===== config.mk =====
export PLATFORM = sky130hd
export DESIGN_NAME = grid_plotter
export DESIGN_NICKNAME = d
export VERILOG_FILES = /design/src/rtl/grid_plotter.sv
export SDC_FILE = /design/constraint.sdc
export NUM_CORES = 1
export LEC_CHECK = 0
export BUFFER_PORTS_ARGS = -buffer_cell sky130_fd_sc_hd__buf_4
export CAP_MARGIN = 20
export CORE_ASPECT_RATIO = 1.25
export CORE_MARGIN = 5
export CORE_UTILIZATION = 30
export DETAILED_ROUTE_END_ITERATION = 8
export GPL_TIMING_DRIVEN = 0
export PLACE_DENSITY = 0.49
export SYNTH_ARGS = -nofsm -noshare
export SYNTH_HDL_FRONTEND = slang
export SYNTH_SLANG_ARGS = --single-unit

===== constraint.sdc =====
create_clock -name Clock -period 6.8 [get_ports Clock]
set_input_delay 2.04 -clock Clock [delete_from_list [all_inputs] [get_ports Clock]]
set_output_delay 2.04 -clock Clock [all_outputs]
set_load 0.02 [all_outputs]

===== src/rtl/grid_plotter.sv =====
// grid_plotter: sweeps the falling-sand state matrix cell by cell, maps each
// cell value to a colour and emits one VGA pixel-plot request per cycle,
// drawing every cell as a CELL_PX x CELL_PX square.
module grid_plotter #(
  parameter int GRID_W  = 10,
  parameter int GRID_H  = 40,
  parameter int CELL_PX = 3,
  parameter int X_ORG   = 65,
  parameter int Y_ORG   = 0
) (
  input  logic       Clock,
  input  logic       Resetn,
  input  logic       start,
  input  logic [2:0] cell_in,
  output logic [8:0] cell_x,
  output logic [7:0] cell_y,
  output logic [7:0] vga_x,
  output logic [6:0] vga_y,
  output logic [2:0] vga_colour,
  output logic       vga_plot,
  output logic       busy,
  output logic       hold,
  output logic       done
);

  typedef enum logic [1:0] {IDLE, FETCH, PAINT, DONE} state_t;

  localparam logic [2:0] PX_LAST  = 3'(CELL_PX - 1);
  localparam logic [8:0] X_LAST   = 9'(GRID_W - 1);
  localparam logic [7:0] Y_LAST   = 8'(GRID_H - 1);
  localparam logic [7:0] CELL_PX8 = 8'(CELL_PX);
  localparam logic [7:0] X_ORG8   = 8'(X_ORG);
  localparam logic [7:0] Y_ORG8   = 8'(Y_ORG);

  state_t     state_q, state_d;
  logic [8:0] cell_x_q, cell_x_d;
  logic [7:0] cell_y_q, cell_y_d;
  logic [2:0] px_q, px_d;
  logic [2:0] py_q, py_d;
  logic [2:0] colour_q, colour_d;
  logic [7:0] vga_x_q, vga_x_d;
  logic [6:0] vga_y_q, vga_y_d;
  logic [2:0] vga_colour_q, vga_colour_d;
  logic [7:0] pix_x;
  logic [6:0] pix_y;

  // Cell type to colour: wall white, Atom0 yellow, Atom1 cyan, air black,
  // and the unused encoding shows as a red marker.
  function automatic logic [2:0] colour_map(input logic [2:0] v);
    logic [2:0] c;
    case (v[1:0])
      2'b11:   c = 3'b111;
      2'b01:   c = v[2] ? 3'b011 : 3'b110;
      2'b10:   c = 3'b100;
      default: c = 3'b000;
    endcase
    return c;
  endfunction

  // Screen coordinate of the current sub-pixel; products are formed at 8 bits.
  always_comb begin
    pix_x = X_ORG8 + cell_x_q[7:0] * CELL_PX8 + {5'b0, px_q};
    pix_y = 7'(Y_ORG8 + cell_y_q * CELL_PX8 + {5'b0, py_q});
  end

  // Next-state logic, counters and output drive.
  always_comb begin
    state_d      = state_q;
    cell_x_d     = cell_x_q;
    cell_y_d     = cell_y_q;
    px_d         = px_q;
    py_d         = py_q;
    colour_d     = colour_q;
    vga_x_d      = vga_x_q;
    vga_y_d      = vga_y_q;
    vga_colour_d = vga_colour_q;
    case (state_q)
      IDLE: begin
        cell_x_d = '0;
        cell_y_d = '0;
        px_d     = '0;
        py_d     = '0;
        if (start) state_d = FETCH;
      end
      FETCH: begin
        colour_d = colour_map(cell_in);
        state_d  = PAINT;
      end
      PAINT: begin
        vga_x_d      = pix_x;
        vga_y_d      = pix_y;
        vga_colour_d = colour_q;
        if (px_q != PX_LAST) begin
          px_d = px_q + 3'd1;
        end else begin
          px_d = '0;
          if (py_q != PX_LAST) begin
            py_d = py_q + 3'd1;
          end else begin
            py_d = '0;
            if (cell_x_q != X_LAST) begin
              cell_x_d = cell_x_q + 9'd1;
              state_d  = FETCH;
            end else if (cell_y_q != Y_LAST) begin
              cell_x_d = '0;
              cell_y_d = cell_y_q + 8'd1;
              state_d  = FETCH;
            end else begin
              state_d = DONE;
            end
          end
        end
      end
      default: state_d = IDLE;
    endcase

    // Pixel outputs are live during PAINT and otherwise hold the last plot.
    vga_plot   = (state_q == PAINT);
    vga_x      = vga_plot ? pix_x : vga_x_q;
    vga_y      = vga_plot ? pix_y : vga_y_q;
    vga_colour = vga_plot ? colour_q : vga_colour_q;
    busy       = (state_q != IDLE);
    hold       = busy;
    done       = (state_q == DONE);
    cell_x     = cell_x_q;
    cell_y     = cell_y_q;
  end

  // State and datapath registers with synchronous active-low reset.
  always_ff @(posedge Clock) begin
    if (!Resetn) begin
      state_q      <= IDLE;
      cell_x_q     <= '0;
      cell_y_q     <= '0;
      px_q         <= '0;
      py_q         <= '0;
      colour_q     <= '0;
      vga_x_q      <= '0;
      vga_y_q      <= '0;
      vga_colour_q <= '0;
    end else begin
      state_q      <= state_d;
      cell_x_q     <= cell_x_d;
      cell_y_q     <= cell_y_d;
      px_q         <= px_d;
      py_q         <= py_d;
      colour_q     <= colour_d;
      vga_x_q      <= vga_x_d;
      vga_y_q      <= vga_y_d;
      vga_colour_q <= vga_colour_d;
    end
  end

endmodule


Word-level counts from Yosys, hierarchy flattened
Index checks and enable logic that the tools add are counted.
W data, S select, Z words.
Storage, ports and cells
  memories: 0
  bits in writable memories: 0
  word-level logic and storage cells: 67
  latch bits: 0
  register bits after elaboration: 46
  bits of input ports: 6
  memory bits (read-only): 0
  output and inout port bits: 39
Cells by class
  magnitude comparators: 0
  multipliers: 2
  div/mod/pow operators: 0
  shifts and indexed selects: 0
  multiplexer cells: 26
  bitwise operators: 0
  eq/ne operators: 16
  add/subtract/negate cells: 7
  reduce and logical (&&, ||, !) cells: 7
Operator list (number)
  $mux W8: 5
  $mux W9: 4
  $pmux W9 S2: 1
  $pmux W8 S2: 1
  $mux W3: 5
  $pmux W3 S2: 2
  $mux W2: 5
  $add A9 B1 Y9 const B: 1
  $ne A9 B4 Y1 const B: 1
  $pmux W3 S3: 1
  $add A7 B8 Y8 const A: 1
  $add A8 B1 Y8 const B: 1
  $add A8 B3 Y8: 1
  $eq A2 B2 Y1 const B: 4
  $mul A8 B2 Y7 const B: 1
  $mul A8 B2 Y8 const B: 1
  $ne A2 B2 Y1 const B: 4
  $ne A8 B6 Y1 const B: 1
  $add A7 B3 Y7: 1
  $mux W7: 1
  $add A3 B1 Y3 const B: 2
  $ne A3 B2 Y1 const B: 2
  $pmux W2 S3: 1
  $reduce_and A5 Y1: 1
  8 further kinds: 10

Depth between registers and ports, before layout
Gate-level depths: netlist of run 1.
  word-level depth: 6
  gate-level depth with buffers: 11
  gate-level depth less buffers: 11

Worst setup path before layout of run 1
OpenSTA, ideal clock, no wires.
  path kind: reg-to-output
  start: register cell_y_q[0], in the netlist cell_y[0]
  end: output port vga_y[6]
  buffers on the path: 0
  setup slack: 2.193 ns
  required time: 4.760 ns
  arrival time: 2.567 ns
  cell stages (with the launch flop): 10
  cells stage by stage: dfxtp_1 inv_1 fa_1 inv_1 ha_1 a21o_1 a311o_1 a21oi_1 xnor2_1 a21oi_1
On the way
  word-level cells in the longest chain between the ends: 3
RTL lines
  start, declared: line 37  | logic [7:0] cell_y_q, cell_y_d;
  start signal, assigned: line 144  | cell_y_q <= cell_y_d;
  $mul A8 B2 Y7: line 63  | pix_y = 7'(Y_ORG8 + cell_y_q * CELL_PX8 + {5'b0, py_q});
  $add A7 B3 Y7: line 63
  $mux W7
  end, declared: line 18  | output logic [6:0] vga_y,
No other way between the ends.

Worst setup path after layout of run 1
  start: register cell_y_q[0], in the netlist cell_y[0]
  end: output port vga_y[5]
Same word-level chain as after synthesis.

==> run summary, run 1 <==
CRITICAL PATH
------------------------------------------------------------------------------------------------------
Required time at the endpoint of the critical path                                             4.76 ns
Arrival time at the worst endpoint                                                             2.93 ns
Critical path capture point type                                                           output port
Setup slack, reg-to-reg                                                                        4.20 ns
Setup Crit Path Kind                                                                           reg2out
Top fanout value on the critical path                                                               10
Kind of launch point of the worst setup path                                                      flop
Depth of the most critical reg-to-reg path                                                          11

CLOCK TREE
------------------------------------------------------------------------------------------------------
TritonCTS clock tree                                                                              done
Post-CTS Resized                                                                                     0
Clock root buffer master                                                                  sky130_fd_sc_hd__clkbuf_16
Clock sink total                                                                                    46
Buffers inserted by post-CTS timing repair                                                           0
Number of buffers between clock root and the deepest sink                                            2
Clock transition at the register clock pins on the worst setup and hold paths after CTS        0.07 ns
Clk Latency, worst-skew pair                                                                   0.29 ns
Hold Buf Count CTS                                                                                   0
Maximum level of the CTS H-tree                                                                      2
Clock buffers created by TritonCTS                                                                   5

GLOBAL ROUTE
------------------------------------------------------------------------------------------------------
Wire length of the first global-routing pass                                                 13,100 um
Via count of the first global-routing pass                                                       2,569
GRT Resource Usage Total                                                                         0.134
Initial antenna violation count                                                                      0
Largest net degree at the start of global routing                                                   16
Congestion Overflow GR                                                                               0

SYNTH
------------------------------------------------------------------------------------------------------
Mean cell area of the mapped netlist                                                          8.53 um2
Fraction of registers with async set/reset                                                           0
Synth warnings                                                                                       0
Proportion of synthesized chip area in sequential cells                                          0.297
Leading cell types by total area after synthesis                                          sky130_fd_sc_hd__dfxtp_1 (30%), sky130_fd_sc_hd__ha_1 (13%), sky130_fd_sc_hd__nand2_1 (6.2%)
Most used flip-flop cell after synthesis                                                  sky130_fd_sc_hd__dfxtp_1
Yosys reg bits                                                                                      46
Syn_nets                                                                                           409
Total standard cell area after synthesis                                                      3100 um2
Synth cell types                                                                                    61
Share of the synthesized area in the top cell type                                               0.297
Most area-hungry cell type in the Yosys netlist                                           sky130_fd_sc_hd__dfxtp_1
EDFF count, synth                                                                                    0
Cell count after synthesis                                                                         364

FLOORPLANNING
------------------------------------------------------------------------------------------------------
Starting density of the core                                                                     0.307
Die area                                                                                    12,500 um2
Floorplan die height                                                                            124 um
Number of I/O pins                                                                                  45
Die width                                                                                       101 um
Core region area                                                                            10,100 um2
Row count                                                                                           41

STA
------------------------------------------------------------------------------------------------------
Post-route setup slack                                                                         1.83 ns
Setup_tns                                                                                         0 ns
Fin Hold WS                                                                                   0.462 ns
Skew final                                                                                  0.00450 ns
Final setup violation count                                                                          0
Final hold violation count                                                                           0
Unrepaired setup endpoints after global routing                                                  false
Crit share post-route                                                                            0.730
Peak clock frequency supported by timing                                                     0.201 GHz
Number of pins exceeding their max-slew limit in the final report                                    0
Shortest period the worst path allows                                                          4.97 ns
Slew Limit Headroom                                                                              0.536
Pin slew with the least headroom to its limit                                                 0.694 ns

POWER
------------------------------------------------------------------------------------------------------
VDD IR max                                                                                   0.0910 mV
Leakage power figure                                                                        0.00168 uW
Areal power density over the cells                                                          201 nW/um2

LAYOUT
------------------------------------------------------------------------------------------------------
P&R area growth vs syn                                                                           21.3%
Number of inserted diodes                                                                            0
Most common cell after layout, fill and taps aside                                        sky130_fd_sc_hd__nand2_1
Fraction of final layout cells with drive strength greater than 1                                0.185
Highest-count cells in the layout ignoring fill and taps                                  sky130_fd_sc_hd__nand2_1 (51), sky130_fd_sc_hd__dfxtp_1 (46), sky130_fd_sc_hd__buf_4 (45), sky130_fd_sc_hd__a21oi_1 (33), sky130_fd_sc_hd__ha_1 (33)
Final #Nets                                                                                        460

PLACE
------------------------------------------------------------------------------------------------------
Pre-CTS setup slack                                                                            2.11 ns
GP Congestion                                                                                    0.790
Dpl hpwl                                                                                       6250 um
Port Buffers                                                                                        44

DRT
------------------------------------------------------------------------------------------------------
Number of vias in the routed layout                                                              2,684
Drt initial violations                                                                             133
Via density                                                                                       4.92
Residual DRC                                                                                         0
Drt pass-1 iters                                                                                     5
Routed wirelength normalized by instance count                                                 14.7 um
Final antenna-violating net count                                                                    0
Routed Wire Length                                                                             8010 um

RUN
------------------------------------------------------------------------------------------------------
Max Cap Viol                                                                                         0

OUTCOME
------------------------------------------------------------------------------------------------------
Outcome                                                                                   complete, no violations

MIN PATH
------------------------------------------------------------------------------------------------------
Path category of the worst min-delay check                                                     reg2reg
Hold Crit Depth                                                                                      2

cells in the mapped netlist (all sizes together), types with 3 or more instances:
master,number
fa,6
dfxtp,46
nor3b,5
buf,7
nand4,5
a21o,5
nor2b,3
o21ai,22
a21oi,34
nand2,52
clkbuf,8
o31ai,6
inv,24
a311oi,6
nand3,13
nor4,3
nor2,25
ha,33
xor2,3
xnor2,5
a211oi,3
and2,8
a31oi,11
cells by family after synthesis:
kind of cell / count (synthesis) / synth area share
AOI/OAI and AO/OA: 99 / 0.207
xor gates and xnor gates: 8 / 0.0226
adders and majority gates: 39 / 0.172
buffers and inverters: 40 / 0.0637
DFF: 46 / 0.297
muxes: 1 / 0.00322
and+or+nand+nor: 131 / 0.235
where the power goes:
part	switching [uW]	internal, uW	leakage [uW]
Combinational	117	65.7	0.00123
Sequential	10.2	280	0.000372
Clock	110	173	0.0000760
area by class of cell:
| type | count | area (um2) |
|---|---|---|
| multi-input cells | 278 | 1990 |
| well taps | 129 | 161 |
| fillers | 1036 | 6340 |
| plain buffers | 15 | 91.3 |
| flip-flops and latches | 46 | 921 |
| clock buffers | 5 | 125 |
| repair buffers | 44 | 330 |
| inverters | 25 | 106 |
| clock inverters | 3 | 45.0 |
worst max-delay path: stages (launching register included):
cell	delay, ns
sky130_fd_sc_hd__dfxtp_1	0.50
sky130_fd_sc_hd__inv_1	0.11
sky130_fd_sc_hd__fa_1	0.48
sky130_fd_sc_hd__inv_1	0.07
sky130_fd_sc_hd__ha_1	0.17
sky130_fd_sc_hd__inv_1	0.06
sky130_fd_sc_hd__fa_1	0.39
sky130_fd_sc_hd__nor2b_1	0.12
sky130_fd_sc_hd__o21a_1	0.12
sky130_fd_sc_hd__nor2_1	0.06
sky130_fd_sc_hd__or3_1	0.32
sky130_fd_sc_hd__nand3_1	0.09
sky130_fd_sc_hd__buf_4	0.14
sequential cells by signal (all words and copies together) (netlist names):
register	flops
cell_x	9
vga_x_q	8
state_q	2
vga_colour_q	3
px_q	3
colour_q	3
py_q	3
cell_y	8
vga_y_q	7
metrics by stage:
step                      utilization  power, uW  instances  instance area, um2
final                           0.373        757        545                3770
after global routing            0.373        799        545                3770
after CTS                       0.373        771        545                3770
after detailed placement        0.356        482        537                3600
after global placement          0.356        480        537                3600
after floorplan                     -        420        364                3100
worst paths after layout:
kind	startpoint	endpoint
setup reg to reg	cell_y[0]$_SDFFE_PN0P_	vga_y_q[5]$_SDFF_PN0_
hold / removal	vga_x_q[5]$_SDFF_PN0_	vga_x_q[5]$_SDFF_PN0_
setup / recovery	cell_y[0]$_SDFFE_PN0P_	vga_y[5]
hold reg to reg	vga_x_q[5]$_SDFF_PN0_	vga_x_q[5]$_SDFF_PN0_
routing by layer:
metal / vias to the layer above / part of all wire / GRT usage
li1: 1393 / - / -
met4: 0 / 0.012 / 0.0374
met5: - / 0 / 0
met2: 61 / 0.50 / 0.234
met3: 7 / 0.040 / 0.0258
met1: 1223 / 0.45 / 0.168
No activity file was read; power rests on OpenSTA's default activity.
==> run 2: changes to the inputs <==
--- a/config.mk
+++ b/config.mk
@@ -12,7 +12,7 @@
 export CORE_UTILIZATION = 30
 export DETAILED_ROUTE_END_ITERATION = 8
 export GPL_TIMING_DRIVEN = 0
-export PLACE_DENSITY = 0.49
+export PLACE_DENSITY = 0.51
 export SYNTH_ARGS = -nofsm -noshare
 export SYNTH_HDL_FRONTEND = slang
 export SYNTH_SLANG_ARGS = --single-unit
==> constraint.sdc (replaced) <==
create_clock -name Clock -period 4 [get_ports Clock]
set_input_delay 1.2 -clock Clock [delete_from_list [all_inputs] [get_ports Clock]]
set_output_delay 1.2 -clock Clock [all_outputs]
set_load 0.02 [all_outputs]
==> run 2 against run 1 <==
Register-to-register slack lost 2.6 ns. Power grew 69%. Non-clock buffer count grew 1. Final area grew 1.1%. Hold slack lost 0.0023 ns. Critical path type unchanged. Clock skew is essentially flat. Combinational power grew 69%. Wire length grew 0.56%. First-iteration DRC count grew 18%. Die area is the same. Sequential cell count is the same.
==> run summary, run 2 (synthesized netlist as in run 1, its figures left out) <==
FLOORPLANNING
------------------------------------------------------------------------------------------------------
Row count                                                                                           41
Starting density of the core                                                                     0.307
Die area                                                                                    12,500 um2
Number of I/O pins                                                                                  45
Die width                                                                                       101 um
Core region area                                                                            10,100 um2
Floorplan die height                                                                            124 um

LAYOUT
------------------------------------------------------------------------------------------------------
Count of fill cells added during filler insertion                                                1,042
P&R area growth vs syn                                                                           22.6%
Number of inserted diodes                                                                            0
Sequential cell area                                                                           936 um2
Fraction of final layout cells with drive strength greater than 1                                0.216
Area of the multi-input gates                                                                 2000 um2
Most common cell after layout, fill and taps aside                                        sky130_fd_sc_hd__nand2_1
Core utilization of the finished layout                                                          0.377
Final #Nets                                                                                        461
Design Area, Final                                                                            3810 um2
Highest-count cells in the layout ignoring fill and taps                                  sky130_fd_sc_hd__nand2_1 (51), sky130_fd_sc_hd__buf_4 (45), sky130_fd_sc_hd__dfxtp_1 (38), sky130_fd_sc_hd__a21oi_1 (32), sky130_fd_sc_hd__ha_1 (32)
Number of flip-flops under the largest register name                                                 9

GLOBAL ROUTE
------------------------------------------------------------------------------------------------------
Largest net degree at the start of global routing                                                   16
Wire length of the first global-routing pass                                                 13,200 um
Congestion Overflow GR                                                                               0
Global-route met1 utilization                                                                    0.158
Fraction of met3 tracks used by global routing                                                  0.0218
Gr busiest metal                                                                                  met2
GRT Resource Usage Total                                                                         0.133
Met2 usage in global routing                                                                     0.248
Initial antenna violation count                                                                      0
Via count of the first global-routing pass                                                       2,695

DRT
------------------------------------------------------------------------------------------------------
Routed wirelength normalized by instance count                                                 14.8 um
Final antenna-violating net count                                                                    0
Residual DRC                                                                                         0
Drt initial violations                                                                             157
Routed Wire Length                                                                             8060 um
Number of vias in the routed layout                                                              2,715
Drt pass-1 iters                                                                                     4
Via density                                                                                       4.97

STA
------------------------------------------------------------------------------------------------------
Peak clock frequency supported by timing                                                     0.259 GHz
Skew final                                                                                  0.00469 ns
Setup_tns                                                                                         0 ns
Shortest period the worst path allows                                                          3.87 ns
Crit share post-route                                                                            0.967
Number of pins exceeding their max-slew limit in the final report                                    0
Final hold violation count                                                                           0
Unrepaired setup endpoints after global routing                                                   true
Slew Limit Headroom                                                                              0.512
Pin slew with the least headroom to its limit                                                 0.730 ns
Final setup violation count                                                                          0

CLOCK TREE
------------------------------------------------------------------------------------------------------
Clock sink total                                                                                    46
Clock buffers created by TritonCTS                                                                   5
Maximum level of the CTS H-tree                                                                      2
TritonCTS clock tree                                                                              done
Clock transition at the register clock pins on the worst setup and hold paths after CTS        0.07 ns
Hold Buf Count CTS                                                                                   0
Clock root buffer master                                                                  sky130_fd_sc_hd__clkbuf_16
Clk Latency, worst-skew pair                                                                   0.29 ns
Number of buffers between clock root and the deepest sink                                            2

PLACE
------------------------------------------------------------------------------------------------------
Placed cell area                                                                              3600 um2
Port Buffers                                                                                        44
GP Congestion                                                                                    0.801
Dpl hpwl                                                                                       6280 um

CRITICAL PATH
------------------------------------------------------------------------------------------------------
Setup slack, reg-to-reg                                                                        1.60 ns
Launching point of the worst reg2reg path                                                 cell_y[1]$_SDFFE_PN0P_
Required time at the endpoint of the critical path                                             2.80 ns
Depth of the most critical reg-to-reg path                                                          11
Critical path capture point type                                                           output port
Critical Path Sink                                                                            vga_y[5]
Arrival time at the worst endpoint                                                             2.67 ns
Setup Crit Path Kind                                                                           reg2out
Worst reg2reg endpoint                                                                    vga_y_q[5]$_SDFF_PN0_
Kind of launch point of the worst setup path                                                      flop
Beginning of the critical path                                                            cell_y[1]$_SDFFE_PN0P_
Top fanout value on the critical path                                                                6

RUN
------------------------------------------------------------------------------------------------------
Max Cap Viol                                                                                         0

MIN PATH
------------------------------------------------------------------------------------------------------
Path category of the worst min-delay check                                                     reg2reg

POWER
------------------------------------------------------------------------------------------------------
Areal power density over the cells                                                          337 nW/um2
VDD IR max                                                                                    0.186 mV
Leakage power figure                                                                        0.00170 uW

OUTCOME
------------------------------------------------------------------------------------------------------
Outcome                                                                                   complete, no violations

## run 2: worst min path at each step
stage	startpoint	to	slack, ns	cells after the start
floorplan	colour_q[0]$_SDFFE_PN0P_	colour_q[0]$_SDFFE_PN0P_	0.43	2
global placement	colour_q[0]$_SDFFE_PN0P_	colour_q[0]$_SDFFE_PN0P_	0.45	2
detailed placement	colour_q[1]$_SDFFE_PN0P_	colour_q[1]$_SDFFE_PN0P_	0.45	2
CTS	vga_x_q[5]$_SDFF_PN0_	vga_x_q[5]$_SDFF_PN0_	0.46	2
global route	colour_q[1]$_SDFFE_PN0P_	colour_q[1]$_SDFFE_PN0P_	0.48	2
finish	vga_x_q[5]$_SDFF_PN0_	vga_x_q[5]$_SDFF_PN0_	0.46	2
## run 2: layer usage
metal	share of wire	wire, um
met5	0	0
met4	0.012	100
met3	0.032	254
met2	0.51	4140
met1	0.44	3560
## run 2: report_power, final
part | switching [uW] | internal, uW | total (uW)
clock network | 185 | 295 | 480
logic | 197 | 112 | 309
registers | 18.0 | 475 | 493
## run 2: layout make-up
| class | instances | share of cell area |
|---|---|---|
| inverters | 25 | 0.0279 |
| clock buffers | 5 | 0.0329 |
| flip-flops and latches | 46 | 0.246 |
| plain buffers | 15 | 0.0240 |
| multi-input cells | 278 | 0.525 |
| repair buffers | 45 | 0.0897 |
| clock inverters | 3 | 0.0118 |
| well taps | 129 | 0.0424 |
## run 2: per-stage QoR
stage | hold WS (ns) | total power [uW] | worst slack (ns) | instances
3_3_place_gp | 0.446 | 816 | 0.143 | 537
5_1_grt | 0.483 | 1350 | -0.0378 | 546
3_5_place_dp | 0.452 | 816 | 0.152 | 537
6_report | 0.459 | 1280 | 0.132 | 546
2_1_floorplan | 0.432 | 714 | 0.233 | 364
4_1_cts | 0.462 | 1300 | 0.0171 | 546
## run 2: critical path: stages (launching register included)
cell and delay (ns):
sky130_fd_sc_hd__dfxtp_4 0.39, sky130_fd_sc_hd__inv_1 0.06, sky130_fd_sc_hd__fa_1 0.45, sky130_fd_sc_hd__inv_1 0.07, sky130_fd_sc_hd__ha_2 0.17, sky130_fd_sc_hd__inv_1 0.05
sky130_fd_sc_hd__fa_2 0.34, sky130_fd_sc_hd__nor2b_1 0.12, sky130_fd_sc_hd__o21a_1 0.11, sky130_fd_sc_hd__nor2_1 0.06, sky130_fd_sc_hd__or3_1 0.35, sky130_fd_sc_hd__nand3_2 0.09
sky130_fd_sc_hd__buf_6 0.12
## run 2: timing repair
| action | CTS | global route |
|---|---|---|
| setup buffers | 1 | 0 |
| pin swaps | 0 | 0 |
| resized for setup | 4 | 11 |
| gates cloned | 0 | 0 |
| endpoints found under the setup margin | 2 | 5 |
==> run 3: changes to the inputs <==
--- a/config.mk
+++ b/config.mk
@@ -12,7 +12,6 @@
 export CORE_UTILIZATION = 30
 export DETAILED_ROUTE_END_ITERATION = 8
 export GPL_TIMING_DRIVEN = 0
-export PLACE_DENSITY = 0.51
 export SYNTH_ARGS = -nofsm -noshare
 export SYNTH_HDL_FRONTEND = slang
 export SYNTH_SLANG_ARGS = --single-unit
==> run 3 against run 2 <==
Count of clock-buffer cells in the layout up 2. First-iteration DRC count decreased by 27%. Die area unchanged. Setup slack got worse by 0.0082 ns. Sequential power hardly changed. Register-to-register slack better by 0.02 ns. Highest routed layer unchanged.
==> run summary, run 3 (synthesized netlist as in run 1, its figures left out) <==
OUTCOME
------------------------------------------------------------------------------------------------------
Outcome                                                                                   complete, no violations

LAYOUT
------------------------------------------------------------------------------------------------------
Number of flip-flops under the largest register name                                                 9
Count of fill cells added during filler insertion                                                1,032
Highest-count cells in the layout ignoring fill and taps                                  sky130_fd_sc_hd__nand2_1 (51), sky130_fd_sc_hd__buf_4 (45), sky130_fd_sc_hd__dfxtp_1 (40), sky130_fd_sc_hd__ha_1 (32), sky130_fd_sc_hd__a21oi_1 (31)
Fraction of final layout cells with drive strength greater than 1                                0.216
Number of inserted diodes                                                                            0
Area of the multi-input gates                                                                 2010 um2
Sequential cell area                                                                           933 um2
Final #Nets                                                                                        461
P&R area growth vs syn                                                                           22.6%
Most common cell after layout, fill and taps aside                                        sky130_fd_sc_hd__nand2_1

DRT
------------------------------------------------------------------------------------------------------
Drt initial violations                                                                             114
Number of vias in the routed layout                                                              2,745
Routed Wire Length                                                                             7940 um
Length of routed wiring on met1                                                                3570 um
Routed wirelength normalized by instance count                                                 14.5 um
Top Layer Used                                                                                    met4
Via density                                                                                       5.03
Met2 Routed Length                                                                             3960 um
Drt pass-1 iters                                                                                     4
Final antenna-violating net count                                                                    0
Met3 Routed Length                                                                              314 um
Residual DRC                                                                                         0

STA
------------------------------------------------------------------------------------------------------
Setup_tns                                                                                         0 ns
Unrepaired setup endpoints after global routing                                                   true
Final setup violation count                                                                          0
Crit share post-route                                                                            0.969
Shortest period the worst path allows                                                          3.88 ns
Peak clock frequency supported by timing                                                     0.258 GHz
Slew Limit Headroom                                                                              0.532
Post-route setup slack                                                                        0.124 ns
Pin slew with the least headroom to its limit                                                 0.700 ns
Skew final                                                                                  0.00542 ns
Final hold violation count                                                                           0
Fin Hold WS                                                                                   0.456 ns
Number of pins exceeding their max-slew limit in the final report                                    0

CLOCK TREE
------------------------------------------------------------------------------------------------------
TritonCTS clock tree                                                                              done
Clk Latency, worst-skew pair                                                                   0.29 ns
Clock buffers created by TritonCTS                                                                   5
Clock root buffer master                                                                  sky130_fd_sc_hd__clkbuf_16
Number of buffers between clock root and the deepest sink                                            2
Clock sink total                                                                                    46
Hold Buf Count CTS                                                                                   0
Clock transition at the register clock pins on the worst setup and hold paths after CTS        0.07 ns
Maximum level of the CTS H-tree                                                                      2

FLOORPLANNING
------------------------------------------------------------------------------------------------------
Number of I/O pins                                                                                  45
Floorplan die height                                                                            124 um
Core region area                                                                            10,100 um2
Starting density of the core                                                                     0.307
Die width                                                                                       101 um
Die area                                                                                    12,500 um2
Row count                                                                                           41

RUN
------------------------------------------------------------------------------------------------------
Max Cap Viol                                                                                         0

CRITICAL PATH
------------------------------------------------------------------------------------------------------
Arrival time at the worst endpoint                                                             2.68 ns
Critical path capture point type                                                           output port
Top fanout value on the critical path                                                                5
Setup Crit Path Kind                                                                           reg2out
Required time at the endpoint of the critical path                                             2.80 ns
Kind of launch point of the worst setup path                                                      flop

PLACE
------------------------------------------------------------------------------------------------------
Port Buffers                                                                                        44
GP Congestion                                                                                    0.843
Dpl hpwl                                                                                       6020 um
Pre-CTS setup slack                                                                           0.146 ns

GLOBAL ROUTE
------------------------------------------------------------------------------------------------------
Congestion Overflow GR                                                                               0
Initial antenna violation count                                                                      0
GRT Resource Usage Total                                                                         0.131
Via count of the first global-routing pass                                                       2,704
Wire length of the first global-routing pass                                                 13,100 um
Largest net degree at the start of global routing                                                   15

POWER
------------------------------------------------------------------------------------------------------
Areal power density over the cells                                                          329 nW/um2
Leakage power figure                                                                        0.00171 uW
VDD IR max                                                                                    0.170 mV

MIN PATH
------------------------------------------------------------------------------------------------------
Path category of the worst min-delay check                                                     reg2reg

## run 3: cell types whose count changed in the layout (fill, tap and decap cells not counted), moves of 2 or more
| cell | delta |
|---|---|
| sky130_fd_sc_hd__clkbuf_8 | +2 |
| sky130_fd_sc_hd__clkinvlp_4 | -2 |
| sky130_fd_sc_hd__dfxtp_1 | +2 |
| sky130_fd_sc_hd__dfxtp_2 | -2 |
## run 3: what timing repair did
action,4_1_cts,5_1_grt
resized for setup,3,12
pin swaps,0,1
gates cloned,0,0
endpoints found under the setup margin,2,5
setup buffers,1,0
## run 3: cell type report
| cell class | count | share of cell area |
|---|---|---|
| inverters | 25 | 0.0279 |
| flip-flops and latches | 46 | 0.245 |
| well taps | 129 | 0.0424 |
| plain buffers | 15 | 0.0240 |
| repair buffers | 45 | 0.0897 |
| clock buffers | 7 | 0.0401 |
| multi-input cells | 278 | 0.528 |
| clock inverters | 1 | 0.00230 |
## run 3: metrics by stage
stage | std cells | utilization | cell area [um2] | power (uW)
2_1_floorplan | 364 | - | 3100 | 714
3_3_place_gp | 537 | 0.356 | 3600 | 812
3_5_place_dp | 537 | 0.356 | 3600 | 815
4_1_cts | 546 | 0.373 | 3770 | 1270
5_1_grt | 546 | 0.377 | 3810 | 1320
6_report | 546 | 0.377 | 3810 | 1250
## run 3: path summary, 6_finish.rpt
kind / start / end / slack, ns / depth (start not counted)
min reg2reg: colour_q[0]$_SDFFE_PN0P_ / colour_q[0]$_SDFFE_PN0P_ / 0.46 / 2
max reg2reg: cell_x[2]$_SDFFE_PN0P_ / vga_x_q[5]$_SDFF_PN0_ / 1.62 / 7
max: cell_x[2]$_SDFFE_PN0P_ / vga_x[5] / 0.12 / 8
min: colour_q[0]$_SDFFE_PN0P_ / colour_q[0]$_SDFFE_PN0P_ / 0.46 / 2
## run 3: where the power goes
group / internal [uW] / total (uW) / switching (uW) / leakage (uW)
clock network: 267 / 450 / 183 / 0.0000801
registers: 475 / 493 / 17.6 / 0.000375
logic: 112 / 310 / 198 / 0.00125
## run 3: per-layer routing
metal / track usage / up-vias
met1: 0.169 / 1286
met5: 0 / -
met2: 0.227 / 62
met3: 0.0218 / 9
li1: - / 1388
met4: 0.0366 / 0
## run 3: critical path, cell delays in order (launching register included)
cell and delay [ns]:
sky130_fd_sc_hd__dfxtp_1 0.48, sky130_fd_sc_hd__fa_1 0.47, sky130_fd_sc_hd__ha_1 0.38, sky130_fd_sc_hd__a21oi_1 0.17, sky130_fd_sc_hd__nand2_1 0.12, sky130_fd_sc_hd__a31oi_1 0.25
sky130_fd_sc_hd__mux2i_1 0.29, sky130_fd_sc_hd__nand2_1 0.08, sky130_fd_sc_hd__buf_4 0.16
